$ cat config.mk
export PLATFORM = sky130hd
export DESIGN_NAME = axi_lite_initiator
export DESIGN_NICKNAME = d
export VERILOG_FILES = /design/src/rtl/axi_lite_pkg.sv /design/src/rtl/axi_init_timeout.sv /design/src/rtl/axi_lite_initiator.sv
export SDC_FILE = /design/constraint.sdc
export NUM_CORES = 1
export LEC_CHECK = 0
export CAP_MARGIN = 10
export CORE_ASPECT_RATIO = 1.25
export CORE_MARGIN = 1.5
export CORE_UTILIZATION = 57
export DETAILED_ROUTE_END_ITERATION = 6
export DONT_BUFFER_PORTS = 1
export PLACE_DENSITY_LB_ADDON = 0.2
export SLEW_MARGIN = 20
export SYNTH_ARGS = -nofsm -noshare
export SYNTH_HDL_FRONTEND = slang
export SYNTH_SLANG_ARGS = --single-unit
$ cat constraint.sdc
create_clock -name M_AXI_ACLK -period 3.7 [get_ports M_AXI_ACLK]
set_input_delay 0.37 -clock M_AXI_ACLK [delete_from_list [all_inputs] [get_ports M_AXI_ACLK]]
set_output_delay 0.37 -clock M_AXI_ACLK [all_outputs]
set_load 0.01 [all_outputs]
$ cat src/rtl/axi_lite_pkg.sv
// Shared definitions for the AXI4-Lite initiator: FSM states, response codes,
// default bus widths and the fixed PROT value.
package axi_lite_pkg;

  typedef enum logic [2:0] {
    IDLE,
    WR_ADDR_DATA,
    WR_RESP,
    RD_ADDR,
    RD_DATA,
    RESP
  } state_e;

  localparam logic [1:0] RESP_OKAY   = 2'b00;
  localparam logic [1:0] RESP_SLVERR = 2'b10;

  localparam int AXI_ADDR_W_DEF = 15;
  localparam int AXI_DATA_W_DEF = 32;

  localparam logic [2:0] AXI_PROT = 3'b000;

endpackage

$ cat src/rtl/axi_init_timeout.sv
// Saturating per-transaction cycle counter; expired stays high once LIMIT is
// reached until the next clear.
module axi_init_timeout #(
  parameter int unsigned LIMIT = 16
) (
  input  logic clk,
  input  logic rst_n,
  input  logic clear,
  input  logic enable,
  output logic expired
);

  localparam int unsigned CW = $clog2(LIMIT + 1);
  localparam logic [CW-1:0] LIMIT_C = CW'(LIMIT);

  logic [CW-1:0] count_q, count_d;

  always_comb begin
    count_d = count_q;
    if (clear) begin
      count_d = '0;
    end else if (enable && (count_q != LIMIT_C)) begin
      count_d = count_q + 1'b1;
    end
  end

  always_ff @(posedge clk or negedge rst_n) begin
    if (!rst_n) begin
      count_q <= '0;
    end else begin
      count_q <= count_d;
    end
  end

  assign expired = (count_q == LIMIT_C);

endmodule

$ cat src/rtl/axi_lite_initiator.sv
// Single-outstanding AXI4-Lite master: one command in, one response out.
// Optional watchdog abort is compiled in with AXI_INIT_TIMEOUT_EN.
module axi_lite_initiator
  import axi_lite_pkg::*;
#(
  parameter int C_AXI_ADDR_WIDTH = AXI_ADDR_W_DEF,
  parameter int C_AXI_DATA_WIDTH = AXI_DATA_W_DEF,
  parameter int TIMEOUT_CYCLES   = 16
) (
  input  logic                          M_AXI_ACLK,
  input  logic                          M_AXI_ARESETN,
  input  logic                          cmd_valid,
  output logic                          cmd_ready,
  input  logic                          cmd_we,
  input  logic [C_AXI_ADDR_WIDTH-1:0]   cmd_addr,
  input  logic [C_AXI_DATA_WIDTH-1:0]   cmd_wdata,
  input  logic [C_AXI_DATA_WIDTH/8-1:0] cmd_wstrb,
  output logic                          rsp_valid,
  input  logic                          rsp_ready,
  output logic [C_AXI_DATA_WIDTH-1:0]   rsp_rdata,
  output logic [1:0]                    rsp_resp,
  output logic                          rsp_timeout,
  output logic                          M_AXI_AWVALID,
  input  logic                          M_AXI_AWREADY,
  output logic [C_AXI_ADDR_WIDTH-1:0]   M_AXI_AWADDR,
  output logic [2:0]                    M_AXI_AWPROT,
  output logic                          M_AXI_WVALID,
  input  logic                          M_AXI_WREADY,
  output logic [C_AXI_DATA_WIDTH-1:0]   M_AXI_WDATA,
  output logic [C_AXI_DATA_WIDTH/8-1:0] M_AXI_WSTRB,
  input  logic                          M_AXI_BVALID,
  output logic                          M_AXI_BREADY,
  input  logic [1:0]                    M_AXI_BRESP,
  output logic                          M_AXI_ARVALID,
  input  logic                          M_AXI_ARREADY,
  output logic [C_AXI_ADDR_WIDTH-1:0]   M_AXI_ARADDR,
  output logic [2:0]                    M_AXI_ARPROT,
  input  logic                          M_AXI_RVALID,
  output logic                          M_AXI_RREADY,
  input  logic [C_AXI_DATA_WIDTH-1:0]   M_AXI_RDATA,
  input  logic [1:0]                    M_AXI_RRESP
);

  localparam int SW = C_AXI_DATA_WIDTH / 8;

  if (TIMEOUT_CYCLES < 1) begin : g_bad_timeout
    $error("TIMEOUT_CYCLES must be at least 1");
  end

  state_e                      state_q, state_d;
  logic                        cmd_ready_q, cmd_ready_d;
  logic [C_AXI_ADDR_WIDTH-1:0] addr_q, addr_d;
  logic [C_AXI_DATA_WIDTH-1:0] wdata_q, wdata_d;
  logic [SW-1:0]               wstrb_q, wstrb_d;
  logic                        aw_done_q, aw_done_d, w_done_q, w_done_d;
  logic                        awvalid_q, awvalid_d, wvalid_q, wvalid_d;
  logic                        bready_q, bready_d, arvalid_q, arvalid_d;
  logic                        rready_q, rready_d;
  logic                        rsp_valid_q, rsp_valid_d;
  logic [C_AXI_DATA_WIDTH-1:0] rsp_rdata_q, rsp_rdata_d;
  logic [1:0]                  rsp_resp_q, rsp_resp_d;
  logic                        accept;

  assign accept = (state_q == IDLE) && cmd_valid && cmd_ready_q;

`ifdef AXI_INIT_TIMEOUT_EN
  logic tmo_enable, tmo_expired, rsp_timeout_q, rsp_timeout_d;

  assign tmo_enable = !(state_q inside {IDLE, RESP});

  axi_init_timeout #(.LIMIT(TIMEOUT_CYCLES)) u_timeout (
    .clk     (M_AXI_ACLK),
    .rst_n   (M_AXI_ARESETN),
    .clear   (accept),
    .enable  (tmo_enable),
    .expired (tmo_expired)
  );
`endif

  always_comb begin
    state_d     = state_q;
    addr_d      = addr_q;
    wdata_d     = wdata_q;
    wstrb_d     = wstrb_q;
    aw_done_d   = aw_done_q;
    w_done_d    = w_done_q;
    awvalid_d   = awvalid_q;
    wvalid_d    = wvalid_q;
    bready_d    = 1'b0;
    arvalid_d   = arvalid_q;
    rready_d    = 1'b0;
    rsp_valid_d = rsp_valid_q;
    rsp_rdata_d = rsp_rdata_q;
    rsp_resp_d  = rsp_resp_q;
`ifdef AXI_INIT_TIMEOUT_EN
    rsp_timeout_d = rsp_timeout_q;
`endif
    case (state_q)
      IDLE: begin
        if (accept) begin
          addr_d  = cmd_addr;
          wdata_d = cmd_wdata;
          wstrb_d = cmd_wstrb;
          if (cmd_we) begin
            state_d   = WR_ADDR_DATA;
            awvalid_d = 1'b1;
            wvalid_d  = 1'b1;
            aw_done_d = 1'b0;
            w_done_d  = 1'b0;
          end else begin
            state_d   = RD_ADDR;
            arvalid_d = 1'b1;
          end
        end
      end
      WR_ADDR_DATA: begin
        // AW and W retire independently; each VALID drops after its own handshake.
        aw_done_d = aw_done_q | (awvalid_q & M_AXI_AWREADY);
        w_done_d  = w_done_q | (wvalid_q & M_AXI_WREADY);
        awvalid_d = !aw_done_d;
        wvalid_d  = !w_done_d;
        if (aw_done_d && w_done_d) begin
          state_d  = WR_RESP;
          bready_d = 1'b1;
        end
      end
      WR_RESP: begin
        bready_d = 1'b1;
        if (bready_q && M_AXI_BVALID) begin
          bready_d    = 1'b0;
          rsp_valid_d = 1'b1;
          rsp_rdata_d = '0;
          rsp_resp_d  = M_AXI_BRESP;
`ifdef AXI_INIT_TIMEOUT_EN
          rsp_timeout_d = 1'b0;
`endif
          state_d = RESP;
        end
      end
      RD_ADDR: begin
        if (arvalid_q && M_AXI_ARREADY) begin
          arvalid_d = 1'b0;
          rready_d  = 1'b1;
          state_d   = RD_DATA;
        end
      end
      RD_DATA: begin
        rready_d = 1'b1;
        if (rready_q && M_AXI_RVALID) begin
          rready_d    = 1'b0;
          rsp_valid_d = 1'b1;
          rsp_rdata_d = M_AXI_RDATA;
          rsp_resp_d  = M_AXI_RRESP;
`ifdef AXI_INIT_TIMEOUT_EN
          rsp_timeout_d = 1'b0;
`endif
          state_d = RESP;
        end
      end
      RESP: begin
        if (rsp_ready) begin
          rsp_valid_d = 1'b0;
          state_d     = IDLE;
        end
      end
      default: state_d = IDLE;
    endcase
`ifdef AXI_INIT_TIMEOUT_EN
    // Watchdog abort deliberately overrides any in-flight handshake.
    if (tmo_enable && tmo_expired) begin
      awvalid_d     = 1'b0;
      wvalid_d      = 1'b0;
      bready_d      = 1'b0;
      arvalid_d     = 1'b0;
      rready_d      = 1'b0;
      rsp_valid_d   = 1'b1;
      rsp_rdata_d   = '0;
      rsp_resp_d    = RESP_SLVERR;
      rsp_timeout_d = 1'b1;
      state_d       = RESP;
    end
`endif
    cmd_ready_d = (state_d == IDLE);
  end

  always_ff @(posedge M_AXI_ACLK or negedge M_AXI_ARESETN) begin
    if (!M_AXI_ARESETN) begin
      state_q     <= IDLE;
      cmd_ready_q <= 1'b0;
      addr_q      <= '0;
      wdata_q     <= '0;
      wstrb_q     <= '0;
      aw_done_q   <= 1'b0;
      w_done_q    <= 1'b0;
      awvalid_q   <= 1'b0;
      wvalid_q    <= 1'b0;
      bready_q    <= 1'b0;
      arvalid_q   <= 1'b0;
      rready_q    <= 1'b0;
      rsp_valid_q <= 1'b0;
      rsp_rdata_q <= '0;
      rsp_resp_q  <= RESP_OKAY;
`ifdef AXI_INIT_TIMEOUT_EN
      rsp_timeout_q <= 1'b0;
`endif
    end else begin
      state_q     <= state_d;
      cmd_ready_q <= cmd_ready_d;
      addr_q      <= addr_d;
      wdata_q     <= wdata_d;
      wstrb_q     <= wstrb_d;
      aw_done_q   <= aw_done_d;
      w_done_q    <= w_done_d;
      awvalid_q   <= awvalid_d;
      wvalid_q    <= wvalid_d;
      bready_q    <= bready_d;
      arvalid_q   <= arvalid_d;
      rready_q    <= rready_d;
      rsp_valid_q <= rsp_valid_d;
      rsp_rdata_q <= rsp_rdata_d;
      rsp_resp_q  <= rsp_resp_d;
`ifdef AXI_INIT_TIMEOUT_EN
      rsp_timeout_q <= rsp_timeout_d;
`endif
    end
  end

  assign cmd_ready     = cmd_ready_q;
  assign rsp_valid     = rsp_valid_q;
  assign rsp_rdata     = rsp_rdata_q;
  assign rsp_resp      = rsp_resp_q;
`ifdef AXI_INIT_TIMEOUT_EN
  assign rsp_timeout   = rsp_timeout_q;
`else
  assign rsp_timeout   = 1'b0;
`endif
  assign M_AXI_AWVALID = awvalid_q;
  assign M_AXI_AWADDR  = addr_q;
  assign M_AXI_AWPROT  = AXI_PROT;
  assign M_AXI_WVALID  = wvalid_q;
  assign M_AXI_WDATA   = wdata_q;
  assign M_AXI_WSTRB   = wstrb_q;
  assign M_AXI_BREADY  = bready_q;
  assign M_AXI_ARVALID = arvalid_q;
  assign M_AXI_ARADDR  = addr_q;
  assign M_AXI_ARPROT  = AXI_PROT;
  assign M_AXI_RREADY  = rready_q;

endmodule

# After elaboration in Yosys (flattened, before gate mapping)
# Cells that the tools add are included.
# totals
register_bits,97
# op_classes
eq_ne,12
n_mux,36
bitwise,4
reduce_logical,19
# op_table
op,count
$mux 32,2
$pmux 32 s2,1
$mux 3,6
$pmux 3 s6,1
$mux 1,14
$ne 2x2->1 const B,7
$pmux 1 s2,7
$reduce_and 4->1,2
$eq 3x2->1 const B,2
$eq 3x3->1 const B,2
$logic_and 1x1->1,6
$logic_not 3->1,2
$mux 2,3
$reduce_and 3->1,2
$reduce_bool 2->1,3
$pmux 2 s2,1
$eq 3x1->1 const B,1
$pmux 1 s3,1
$reduce_bool 3->1,1
$and 1x1->1,2
$logic_not 1->1,2
$or 1x1->1,2
$reduce_and 2->1,1

# Logic depth before layout (Yosys ltp)
# Gate-level depths: netlist (run 1).
# depth
word_depth,6
mapped_depth,7
mapped_depth_nobuf,4

# Worst setup path before layout (run 1)
# OpenSTA, ideal clock, no wires.
# synth_timing
kind,reg2reg
start,register state_q[1]
end,register addr_q[10] (netlist: M_AXI_ARADDR[10])
setup_time_ps,125
t_arrival_ps,1311
t_required_ps,3575
path_slack_ps,2264
path_stages_with_launch,7
n_path_buf,3
path_cell_list,dfrtp_1 -> buf_4 -> nor2_4 -> nand4b_1 -> buf_4 -> buf_6 -> mux2_4
# synth_via
elab_chain_cells,4
# synth_rtl
item,line_no,source
"start, declared",axi_lite_initiator.sv:50,"state_e state_q, state_d;"
"start signal, assigned",axi_lite_initiator.sv:207,state_q <= state_d;
$logic_not 3->1 *,"axi_lite_initiator.sv:64, axi_lite_initiator.sv:98",
$logic_and 1x1->1 (2 in series),axi_lite_initiator.sv:64,assign accept = (state_q == IDLE) && cmd_valid && cmd_ready_q;
$reduce_and 2->1 (no source line) *,n/a,
"end signal, assigned",axi_lite_initiator.sv:209,addr_q <= addr_d;
"end, declared",axi_lite_initiator.sv:52,"logic [C_AXI_ADDR_WIDTH-1:0] addr_q, addr_d;"
# Mark *: on every way between the ends. The rest lies on a longest branch, timed or not.
# A chain may end at the register's enable or synchronous reset.

# Worst setup path in the final report (run 1)
# layout_timing
start,register state_q[1]
end,register wdata_q[6] (netlist: M_AXI_WDATA[6])
# layout_via
elab_chain_cells,4
# layout_rtl
item,line_no,source
$logic_not 3->1 *,"axi_lite_initiator.sv:64, axi_lite_initiator.sv:98",
$logic_and 1x1->1 (2 in series),axi_lite_initiator.sv:64,
$reduce_and 2->1 (no source line) *,n/a,
"end signal, assigned",axi_lite_initiator.sv:210,wdata_q <= wdata_d;
"end, declared",axi_lite_initiator.sv:53,"logic [C_AXI_DATA_WIDTH-1:0] wdata_q, wdata_d;"
# Marked as above.

==> results of run 1 <==
[power by group through the flow]
stage	combinational [mW]	clock, mW	sequential [mW]
global placement	0.984	0	2.36
floorplan	1.14	0	2.15
global route	1.15	0.734	2.42
detailed placement	1.04	0	2.35
CTS	1.05	0.687	2.35
finish	1.04	0.667	2.34
[layout make-up]
cell class,instances,share of cell area (%)
flip-flops and latches,97,57.9
multi-input cells,145,33.1
clock buffers,11,3.37
well taps,90,2.69
repair buffers,6,1.61
clock inverters,4,1.28
inverters,1,0.0895
[final timing paths]
| kind | startpoint | end | slack, ns | cells past startpoint |
|---|---|---|---|---|
| max reg2reg | state_q[1]$_DFF_PN0_ | M_AXI_WDATA[6]$_DFFE_PN0P_ | 1.26 | 4 |
| min in group asynchronous | M_AXI_ARESETN | M_AXI_ARADDR[1]$_DFFE_PN0P_ | 0.58 | 2 |
| min | cmd_we | state_q[1]$_DFF_PN0_ | 0.14 | 1 |
| max | state_q[1]$_DFF_PN0_ | M_AXI_WDATA[6]$_DFFE_PN0P_ | 1.26 | 4 |
| min reg2reg | aw_done_q$_DFFE_PN0P_ | aw_done_q$_DFFE_PN0P_ | 0.51 | 2 |
| max in group asynchronous | M_AXI_ARESETN | rsp_rdata[23]$_DFFE_PN0P_ | 2.72 | 2 |
[worst max-delay path, stage by stage, from the launching register on]
cell	delay (ns)
dfrtp_1	0.50
nor2_4	0.14
nand4b_1	0.82
buf_4	0.54
mux2_4	0.32
[logic make-up after synthesis]
logic type | after synthesis | share of synthesized area [%]
AO/OA/AOI/OAI | 52 | 10.4
buffers and inverters | 38 | 7.21
flip-flops | 97 | 59.5
multiplexers | 53 | 18.1
other | 1 | 0.0919
AND/OR/NAND/NOR | 33 | 4.75
[cells in the final DEF (no fill, tap or decap), types with 2 or more instances in the layout]
cell type and count:
nor4bb_1 2, a21oi_1 2, nand4b_1 3, mux2_4 38, o211ai_1 3, nor2_1 3
a21o_1 2, o21ai_1 2, dfrtp_1 97, conb_1 7, nor2_4 2, o21ai_0 3
a22o_1 32, nand2_1 13, clkinvlp_4 2, a31oi_1 3, mux2i_1 2, buf_4 4
nand3_1 2, o31a_1 2, clkbuf_8 10, mux2_2 13, nor3b_1 2
[flip-flops by register name, indices dropped and copies added (netlist names)]
signal	count
rsp_resp	2
M_AXI_AWVALID	1
M_AXI_ARADDR	15
M_AXI_WDATA	32
M_AXI_RREADY	1
M_AXI_WVALID	1
state_q	3
M_AXI_WSTRB	4
cmd_ready	1
rsp_valid	1
aw_done_q	1
w_done_q	1
M_AXI_BREADY	1
rsp_rdata	32
M_AXI_ARVALID	1
[metal layers]
metal	part of all wire, %	vias up
met5	0	-
met1	38	1021
li1	-	921
met3	10	10
met4	1.8	0
met2	50	137
==> run metrics, run 1 <==
outcome complete, no violations; Hold WS roughly 0.14 ns; dpl hpwl roughly 5.2 mm; placed instance area 3960 µm²; initial antenna violation count 0; drt total wl 7.36 mm; Hold Vio Cnt, Final 0; n_diodes 0; synth unique cells 33; Power Density 965 nW/µm²; largest net degree at the start of global routing 98; Final Slew Violations 0; Synth Register Bits 97; setup repair bufs after CTS 0; share of cells above drive strength 1 roughly 29%; Yosys top cell by area dfrtp_1; HP Class in2reg; Reg area about 2400 µm²; initial core utilization 58.8%; dpl cells 337; fillcell total 534; Power, Total 4.05 mW; Top FF cell, synth dfrtp_1; area share of the largest cell type after synthesis slightly below 60%; port buffer count 0; Net Switching 1.44 mW; vias per cell between 5 and 6; combinational power share 25.7%; P_leak between 2 and 2.5 nW; largest cells by area after synthesis dfrtp_1 (60%), mux2_4 (14%), a22o_1 (6.9%), buf_4 (5.0%), mux2_2 (3.6%); layer with the highest usage met2; Async S/R FF share, synth 100%; Sum Neg Setup Slack 0 ns; crit path max fanout 19; clock share of power 16.5%; post-synthesis sequential area ratio 59.5%; GPL Wtd Cong 0.802; io pins 211; floorplan core area just under 7000 µm²; GR Layer Usage met1 between 20% and 30%; clk buf depth 2; Syn Area/Cell 14.9 µm²; htree depth 3; die area 7680 µm²; max-cap viol count 0; gr usage total 19.7%; gr ovfl total 0; vias roughly 2.1k; fin cells 354; DRC 0; Yosys warning count 0; synthesized area 4080 µm²; top cells by count, synth dfrtp_1 (97), mux2_4 (38), a22o_1 (32); Worst Setup Path Type reg2reg; Die Width 78.7 µm; clk root buf clkbuf_8; worst-margin pin slew 1.03 ns; met3 Usage GRT 8.45%; met2 usage 31.2%; Period minus WS final ~2.4 ns; # rows 34; footprint of the multi-input gates approximately 1400 µm²; Post-Route Utilization 60.5%; RSZ-0062 raised after global routing no; CTS sink count 97; fmax 410 MHz; post-route ant nets 0; EDFF count, synth 0; Max-slew headroom 31.1%; Area growth syn-to-layout 2.79%; DP Worst Slack around 1.2 ns; required time at the worst-slack endpoint around 3.9 ns; Wirelength per Cell 20.8 µm; Final Skew roughly 0.012 ns; first-pass GRT wire length around 11 mm; most numerous cell in the Yosys netlist dfrtp_1; CTS tree done; Sw Ratio 35.5%; Arrival @ worst endpoint 2.67 ns; Synth Instances between 200 and 300; Worst VDD drop 0.397 mV; Seq pwr share a little under 60%; Reg clk slew, reported paths about 0.090 ns; CTS Hold Bufs 2; Crit. End Element flop; vias in the first global route 2204; cts repair resizes 0; period utilization 66.0%; Setup violations, final 0; clk_lat worst skew 0.35 ns; Layout Nets 357; Startpoint Class flop; Inserted Clock Buffers 9; DRT iter0 DRCs 84; final worst setup slack 1.26 ns; die height 97.6 µm; TritonRoute pass-1 iters 6; design area 4190 µm²; P_int 2.61 mW
Note: power is estimated with default switching activity, not from simulation.
==> run 2: changes to the inputs <==
--- a/config.mk
+++ b/config.mk
@@ -8,7 +8,7 @@
 export CAP_MARGIN = 10
 export CORE_ASPECT_RATIO = 1.25
 export CORE_MARGIN = 1.5
-export CORE_UTILIZATION = 57
+export CORE_UTILIZATION = 56
 export DETAILED_ROUTE_END_ITERATION = 6
 export DONT_BUFFER_PORTS = 1
 export PLACE_DENSITY_LB_ADDON = 0.2
==> constraint.sdc (replaced) <==
create_clock -name M_AXI_ACLK -period 2.15 [get_ports M_AXI_ACLK]
set_input_delay 0.215 -clock M_AXI_ACLK [delete_from_list [all_inputs] [get_ports M_AXI_ACLK]]
set_output_delay 0.215 -clock M_AXI_ACLK [all_outputs]
set_load 0.01 [all_outputs]
==> run 2 against run 1 <==
  * The flow now finishes with violations (negative hold slack)
  * Global-route usage up 2.4 points
  * Maximum frequency rose by 49%
  * Sequential share of layout area shrank 8.9 points
  * Combinational power up 83%
  * Final cell count is 22% higher
  * First-iteration DRC count shrank 20%
  * Sequential cell count unchanged
  * Clock skew is 0.0031 ns higher
  * Critical path depth increased by 1
  * Critical path type unchanged
  * Largest power group unchanged
  * Highest routed layer unchanged
==> run metrics, run 2 (synthesis gave the netlist of run 1 again) <==
cts repair resizes 0 (unchanged); Inserted Clock Buffers 9 (unchanged); gr usage total 22.1% (+2.4 points); share of cells above drive strength 1 21.7% (-7.1 points); P_leak 2.37 nW (+16%); r2r setup slk 0.52 ns (-0.74 ns); Final Slew Violations 0 (unchanged); CTS Hold Bufs 78 (+76); worst reg-to-reg path cell count 5 (+1); setup repair bufs after CTS 0 (unchanged); Area growth syn-to-layout 21.5%; Die Width 79.3 µm (+0.86%); die height 98.4 µm (+0.86%); TritonRoute pass-1 iters 4 (-2); DRC 0 (unchanged); first-pass GRT wire length 13.0 mm (+15%); required time at the worst-slack endpoint 2.40 ns (-1.53 ns); fillcell total 460 (-14%); Arrival @ worst endpoint 1.88 ns (-0.79 ns); post-route ant nets 0 (unchanged); clk root buf clkbuf_8; worst-margin pin slew 0.519 ns (-0.509 ns); footprint of the multi-input gates 1380 µm² (-0.45%); DRT iter0 DRCs 67 (-20%); # rows 34 (unchanged); clk buf depth 2 (unchanged); Reg clk slew, reported paths 0.09 ns (about the same); Crit. End Element flop; FF-to-FF Start state_q[1]$_DFF_PN0_; max-cap viol count 0 (unchanged); violations in the final reports negative hold slack; Layout Nets 433 (+21%); design area 4960 µm² (+18%); final worst setup slack 0.516 ns (-0.742 ns); Sum Neg Setup Slack 0 ns (unchanged); Startpoint Class flop; initial antenna violation count 0 (unchanged); htree depth 3 (unchanged); Final Skew 0.0156 ns (+0.00314 ns); Max-slew headroom 65.2% (+34 points); floorplan core area 7020 µm² (+1.2%); Hold WS -0.453 ns (-0.594 ns); Reg area 2430 µm² (unchanged); dpl hpwl 5.08 mm (-1.5%); CTS tree done; Critical path origin state_q[1]$_DFF_PN0_; CP endpoint cmd_ready$_DFF_PN0_; Wirelength per Cell 19.4 µm (-6.7%); period utilization 76.0% (+10 points); clk_lat worst skew 0.35 ns (about the same); HP Class in2async; RR Endpoint cmd_ready$_DFF_PN0_; Hold Vio Cnt, Final 97 (+97); CTS sink count 97 (unchanged); outcome complete, but fails checks; DP Worst Slack 0.521 ns (-0.709 ns); placed instance area 3970 µm² (+0.19%); port buffer count 0 (unchanged); crit path max fanout 56 (+37); vias 2396 (+15%); Power, Total 7.17 mW (+77%); Period minus WS final 1.63 ns (-0.808 ns); vias per cell 5.56 (-5.8%); Setup violations, final 0 (unchanged); most frequent cells in the layout dfrtp_1 (97), dlygate4sd3_1 (78), mux2_4 (38); die area 7810 µm² (+1.7%); drt total wl 8.37 mm (+14%); most common cell after layout, fill and taps aside dfrtp_1; initial core utilization 58.1% (-0.71 points); RSZ-0062 raised after global routing no; Power Density 1450 nW/µm² (+50%); n_diodes 0 (unchanged); io pins 211 (unchanged); largest net degree at the start of global routing 98 (unchanged); GPL Wtd Cong 0.773 (-3.6%); fmax 612 MHz (+49%); Worst Setup Path Type reg2reg; gr ovfl total 0 (unchanged); Worst VDD drop 0.802 mV (+100%); vias in the first global route 2545 (+15%)
## run 2: cell types whose count changed in the layout (fill, tap and decap cells not counted), sizes merged
cell and change:
buf -1, bufinv +1, clkinv +1, clkinvlp -2, dlygate4sd3 +77, inv +1
## run 2: worst min-delay path by stage
stage,startpoint,to,cells after the start
global placement,M_AXI_ARESETN,M_AXI_WDATA[2]$_DFFE_PN0P_,0
CTS,M_AXI_ARESETN,M_AXI_AWVALID$_DFFE_PN0P_,0
finish,M_AXI_ARESETN,M_AXI_WDATA[27]$_DFFE_PN0P_,0
detailed placement,M_AXI_ARESETN,M_AXI_ARADDR[10]$_DFFE_PN0P_,0
floorplan,M_AXI_ARESETN,M_AXI_ARADDR[0]$_DFFE_PN0P_,0
global route,M_AXI_ARESETN,M_AXI_ARADDR[10]$_DFFE_PN0P_,0
## run 2: layout make-up
class | count | area share [%]
repair buffers | 82 | 16.6
inverters | 1 | 0.0757
well taps | 90 | 2.27
flip-flops and latches | 97 | 49.0
clock buffers | 11 | 2.65
clock inverters | 5 | 1.59
multi-input cells | 145 | 27.8
## run 2: metrics by stage
step	std cells	hold WS (ns)	utilization [%]
floorplan	280	-0.0806	-
global placement	337	-0.0789	56.5
detailed placement	337	-0.0780	56.5
CTS	431	-0.476	70.6
global route	431	-0.483	70.6
finish	431	-0.453	70.6
## run 2: report_power, final
group	leakage [nW]	internal, mW	switching (mW)
clock	0.108	0.657	0.585
sequential	1.21	2.74	1.29
combinational	1.05	1.27	0.629
total	2.37	4.67	2.50
## run 2: critical path: stages (launching register included)
cell,delay [ns]
dfrtp_1,0.53
nor2_4,0.06
nand4b_1,0.14
buf_12,0.35
and3_1,0.23
nor4bb_1,0.21
## run 2: metal layers
metal  track usage, %  routed length [µm]
met5                0                   0
met4             10.1                 172
met3             7.50                 772
met2             35.9                4150
met1             26.4                3270
==> run 3: changes to the inputs <==
--- a/config.mk
+++ b/config.mk
@@ -8,7 +8,7 @@
 export CAP_MARGIN = 10
 export CORE_ASPECT_RATIO = 1.25
 export CORE_MARGIN = 1.5
-export CORE_UTILIZATION = 56
+export CORE_UTILIZATION = 57
 export DETAILED_ROUTE_END_ITERATION = 6
 export DONT_BUFFER_PORTS = 1
 export PLACE_DENSITY_LB_ADDON = 0.2
==> constraint.sdc (replaced) <==
create_clock -name M_AXI_ACLK -period 1.6 [get_ports M_AXI_ACLK]
set_input_delay 0.16 -clock M_AXI_ACLK [delete_from_list [all_inputs] [get_ports M_AXI_ACLK]]
set_output_delay 0.16 -clock M_AXI_ACLK [all_outputs]
set_load 0.01 [all_outputs]
==> run 3 against run 2 <==
  * The run still ends with negative hold slack left
  * Die area is 1.7% lower
  * Largest power group unchanged
  * Global-route usage increased by 2.8 points
  * Highest routed layer unchanged
  * First-iteration DRC count is 18% lower
  * Final area grew 4.6%
==> run metrics, run 3 (synthesis gave the netlist of run 1 again) <==
Period minus WS final 1.55 ns (-0.0804 ns); Slowest-stage cell, CP dfrtp_2; clk_lat worst skew 0.36 ns (about the same); DRC 0 (unchanged); Worst Setup Path Type reg2reg; CP cell instances nor2_4 -> nand4b_1 -> buf_4 -> clkbuf_16 -> mux2_4; Sum Neg Setup Slack 0 ns (unchanged); gr usage total 24.9% (+2.8 points); violations in the final reports negative hold slack; die area 7680 µm² (-1.7%); Reg clk slew, reported paths 0.09 ns (about the same); Layout Nets 455 (+5.1%); TritonRoute pass-1 iters 4 (unchanged); vias per cell 5.49 (-1.2%); htree depth 3 (unchanged); max-cap viol count 0 (unchanged); n_diodes 0 (unchanged); FF-to-FF Start state_q[0]$_DFF_PN0_; floorplan core area 6930 µm² (-1.2%); RSZ-0062 raised after global routing yes; Crit. End Element flop; required time at the worst-slack endpoint 1.83 ns (-0.57 ns); io pins 211 (unchanged); DP Worst Slack 0.0494 ns (-0.471 ns); Inserted Clock Buffers 9 (unchanged); outcome complete, but fails checks; Worst VDD drop 1.08 mV (+35%); share of cells above drive strength 1 24.2% (+2.5 points); Final Slew Violations 0 (unchanged); Setup violations, final 0 (unchanged); WL met1 3.49 mm (+6.7%); clk root buf clkbuf_8; final worst setup slack 0.0466 ns (-0.470 ns); HP Class in2async; gr ovfl total 0 (unchanged); initial antenna violation count 0 (unchanged); vias in the first global route 2732 (+7.3%); DRT iter0 DRCs 55 (-18%); CTS sink count 97 (unchanged); Die Width 78.7 µm (-0.85%); CTS Hold Bufs 92 (+18%); met3 wire length 732 µm (-5.2%); GPL Wtd Cong 0.785 (+1.5%); most frequent cells in the layout dfrtp_1 (94), dlygate4sd3_1 (92), mux2_4 (38); first-pass GRT wire length 14.3 mm (+9.8%); initial core utilization 58.8% (+0.71 points); worst reg-to-reg path cell count 5 (unchanged); critical path's largest stage delay 0.47 ns (-0.06 ns); r2r setup slk 0.05 ns (-0.47 ns); period utilization 97.1% (+21 points); clk buf depth 2 (unchanged); vias 2488 (+3.8%); Worst Path Buf+Inv 2 (+1); # rows 34 (unchanged); die height 97.6 µm (-0.85%); Critical path origin state_q[0]$_DFF_PN0_; drt total wl 9.39 mm (+12%); port buffer count 0 (unchanged); P_leak 2.46 nW (+3.9%); RR Endpoint M_AXI_WDATA[5]$_DFFE_PN0P_; Area growth syn-to-layout 27.2%; Power, Total 9.82 mW (+37%); dpl cells 342 (+1.5%); dpl hpwl 5.17 mm (+1.9%); CTS tree done; fmax 644 MHz (+5.2%); Startpoint Class flop; Arrival @ worst endpoint 1.79 ns (-0.09 ns); Final Skew 0.0125 ns (-0.00311 ns); CP delay by family, top flip-flops; Wirelength per Cell 20.7 µm (+6.7%); Hold WS -0.514 ns (-0.0609 ns); Post-Route Utilization 74.8% (+4.2 points); largest net degree at the start of global routing 98 (unchanged); crit path max fanout 22 (-61%); Hold Vio Cnt, Final 97 (unchanged); Power Density 1890 nW/µm² (+31%); fin cells 453 (+5.1%); post-route ant nets 0 (unchanged); most common cell after layout, fill and taps aside dfrtp_1; top sig layer met4; wire length on met2 5.03 mm (+21%)
## run 3: cell types whose count changed in the layout (fill, tap and decap cells not counted), moves of 2 or more
cell | before | now
dfrtp_1 | 97 | 94
buf_4 | 3 | 8
dlygate4sd3_1 | 78 | 92
dfrtp_2 | 0 | 3
clkinvlp_4 | 0 | 2
## run 3: power breakdown
| part | internal (mW) | switching [mW] | leakage [nW] |
|---|---|---|---|
| sequential | 3.69 | 1.75 | 1.20 |
| combinational | 1.84 | 0.964 | 1.16 |
| clock | 0.729 | 0.836 | 0.0929 |
## run 3: how the worst max path moves through the flow
stage               slack (ns)                           end  depth (start not counted)
floorplan                 0.16  M_AXI_ARADDR[10]$_DFFE_PN0P_                          6
global placement           0.1           cmd_ready$_DFF_PN0_                          5
detailed placement        0.05         rsp_valid$_DFFE_PN0P_                          4
CTS                       0.02           cmd_ready$_DFF_PN0_                          5
global route             -0.04           cmd_ready$_DFF_PN0_                          6
finish                    0.05    M_AXI_WDATA[5]$_DFFE_PN0P_                          5
## run 3: stage by stage
step                      hold WS (ns)  instance area [µm²]
after global placement          -0.134                 4030
after CTS                       -0.535                 5140
after floorplan                 -0.136                 4100
after detailed placement        -0.134                 4030
final                           -0.514                 5190
after global routing            -0.540                 5190
## run 3: metal layers
metal / vias to the layer above / global-route usage, %
li1: 1120 / -
met5: - / 0
met3: 11 / 7.14
met2: 135 / 44.4
met1: 1222 / 27.7
met4: 0 / 9.07
## run 3: layout make-up
cell class / count / area [µm²]
Tap cell: 90 / 113
Multi-Input combinational cell: 145 / 1390
Clock inverter: 6 / 67.6
Inverter: 1 / 3.75
Clock buffer: 10 / 128
Fill cell: 414 / 1750
Sequential cell: 97 / 2430
Timing Repair Buffer: 104 / 1060
## run 3: timing repair
| item | in CTS | in global routing |
|---|---|---|
| gates resized for setup | 0 | 6 |
| endpoints found under the hold margin | 187 | 97 |
| setup endpoints to repair | 0 | 49 |
| buffers inserted | 0 | 2 |
## run 3: worst reg2reg max path: stages (launching register included)
cell and delay, ns:
dfrtp_2 0.47, nor2_4 0.14, nand4b_1 0.12, buf_4 0.17, clkbuf_16 0.20, mux2_4 0.33
==> variant: new RTL, settings of run 3 <==
Make the reset (`M_AXI_ARESETN`) synchronous in one clocked block.
--- a/src/rtl/axi_lite_initiator.sv
+++ b/src/rtl/axi_lite_initiator.sv
@@ -183,7 +183,7 @@
     cmd_ready_d = (state_d == IDLE);
   end
 
-  always_ff @(posedge M_AXI_ACLK or negedge M_AXI_ARESETN) begin
+  always_ff @(posedge M_AXI_ACLK) begin
     if (!M_AXI_ARESETN) begin
       state_q     <= IDLE;
       cmd_ready_q <= 1'b0;
Behaviour: differs if M_AXI_ARESETN is asserted again (counterexample within 4 cycles, from zero or initial values and one cycle with M_AXI_ARESETN low); with M_AXI_ARESETN held inactive, the same outputs for 10 cycles.
==> variant against run 3 <==
The run still ends with negative hold slack left; area after synthesis down 1.0%; via count is 29% higher; final cell count grew 28%; sequential cell count unchanged; worst setup slack lost 0.017 ns; global-route usage decreased by 1.1 points; sequential share of layout area fell by 6.5 points; final area fell by 7.0%; routed wire length is 4.5% higher.
Power is not compared: it rests on default switching activity, and its combinational part moved more than twofold at a synthesized area within 25%.
==> variant: results <==
[power_and_ir_drop]
ir_worst_vdd_mv = 0.646
leakagePower_nw = 1.69

[timing]
hold_viol = 91
skew_ns = 0.00934
hold_ws_ns = -0.0456

[finish]
num_antenna_cells = 0
drive_above_1_share_pct = 10.4
final_nets = 585

[placed_design]
portBuffers = 0
dpl_cell_area_um2 = 4040
routabilityCongestion = 0.759
dp_hpwl_um = 5940

[clock_network]
htreeDepth = 3
cts.hold.buffers_added = 44
root_buffer = clkbuf_8
path_clk_slew_ns = 0.09
cts_buffer_depth = 2
cts_made_buffers = 9
clock_latency_ns = 0.35

[grt]
grt_pass1_wl_um = 14400
grt_max_degree = 100
track_usage_pct = 23.8
grt_pass1_vias = 3033
antenna_found_initial = 0

[critical_path]
r2r-start = state_q[2]
crit_arrival_ns = 1.84
crit_fanout = 17
crit_path_start_kind = flip-flop

[yosys]
synth.area.top_cells = dfxtp_1, a21boi_0, nand2_1
synth_cell_types = 36
ys_warn_count = 0
yosysSeqAreaShare_pct = 48.1
ys.flop_type = dfxtp_1
synthArstFlopShare_pct = 0
synth_common_cells = nand2_1, dfxtp_1, a21boi_0, nand3_1, nand2b_1

[drt]
initialDrtViolationCount = 150
drt_first_pass_iters = 4
drc = 0
wl_per_cell_um = 16.9
num_vias = 3200

[min_path]
hp-start = M_AXI_ARESETN
hold_class = primary input to flip-flop

[status]
violations = negative hold slack
status = finished with violations

[run]
drv_cap = 0
-- variant: worst max-delay path: stages, from the launching register on --
cell and delay, ns:
dfxtp_1 0.33, buf_4 0.16, nand4b_1 0.23, a21oi_4 0.20
buf_12 0.14, clkbuf_16 0.16, nand3_1 0.07, a21boi_0 0.19
-- variant: logic make-up after synthesis --
logic type	after synthesis	synth area share, %
simple gates	200	23.2
compound gates	102	19.7
flops	97	48.1
buf+inv	60	8.46
mux	2	0.496
other cells	1	0.0929
-- variant: area by class of cell --
cell class	count	area, µm²
fillers	526	2070
flip-flops and latches	97	1940
multi-input cells	311	1810
repair buffers	68	734
clock buffers	10	138
well taps	90	113
clock inverters	5	80.1
inverters	1	3.75
-- variant: final timing paths --
path / slack [ns] / cells after the start / to
worst min register to register: 0.46 / 2 / aw_done_q
worst max register to register: 0.03 / 7 / rsp_rdata[12]
worst max-delay path: 0.03 / 7 / rsp_rdata[12]
worst min-delay path: -0.05 / 1 / state_q[0]
-- variant: metal layers --
| layer | up-vias | part of all wire (%) | GRT usage, % |
|---|---|---|---|
| li1 | 1556 | - | - |
| met1 | 1492 | 37 | 25.4 |
| met2 | 137 | 52 | 42.5 |
| met3 | 15 | 8.4 | 7.89 |
| met4 | 0 | 1.7 | 9.20 |
| met5 | - | 0 | 0 |
-- variant: power breakdown --
part	switching, mW	internal [mW]	leakage, nW
Sequential	0.166	2.54	0.787
Clock	0.800	0.912	0.104
Combinational	0.281	0.277	0.797
-- variant: timing repair --
action,in CTS,in global routing
resized for setup,1,8
hold endpoints to repair,97,97
pin swaps,0,3
gates cloned,0,4
buffers inserted,0,1
endpoints found under the setup margin,1,40
-- variant: per-stage QoR --
step	setup slack, ns	TNS (ns)	utilization [%]	hold WS [ns]	std cells
2_1_floorplan	0.0637	0	-	0.295	468
4_1_cts	0.0177	0	68.2	-0.0788	577
5_1_grt	-0.0208	-0.140	70.0	-0.0919	582
3_3_place_gp	0.0702	0	58.6	0.291	518
3_5_place_dp	0.0185	0	58.6	0.299	518
6_report	0.0293	0	70.0	-0.0456	582
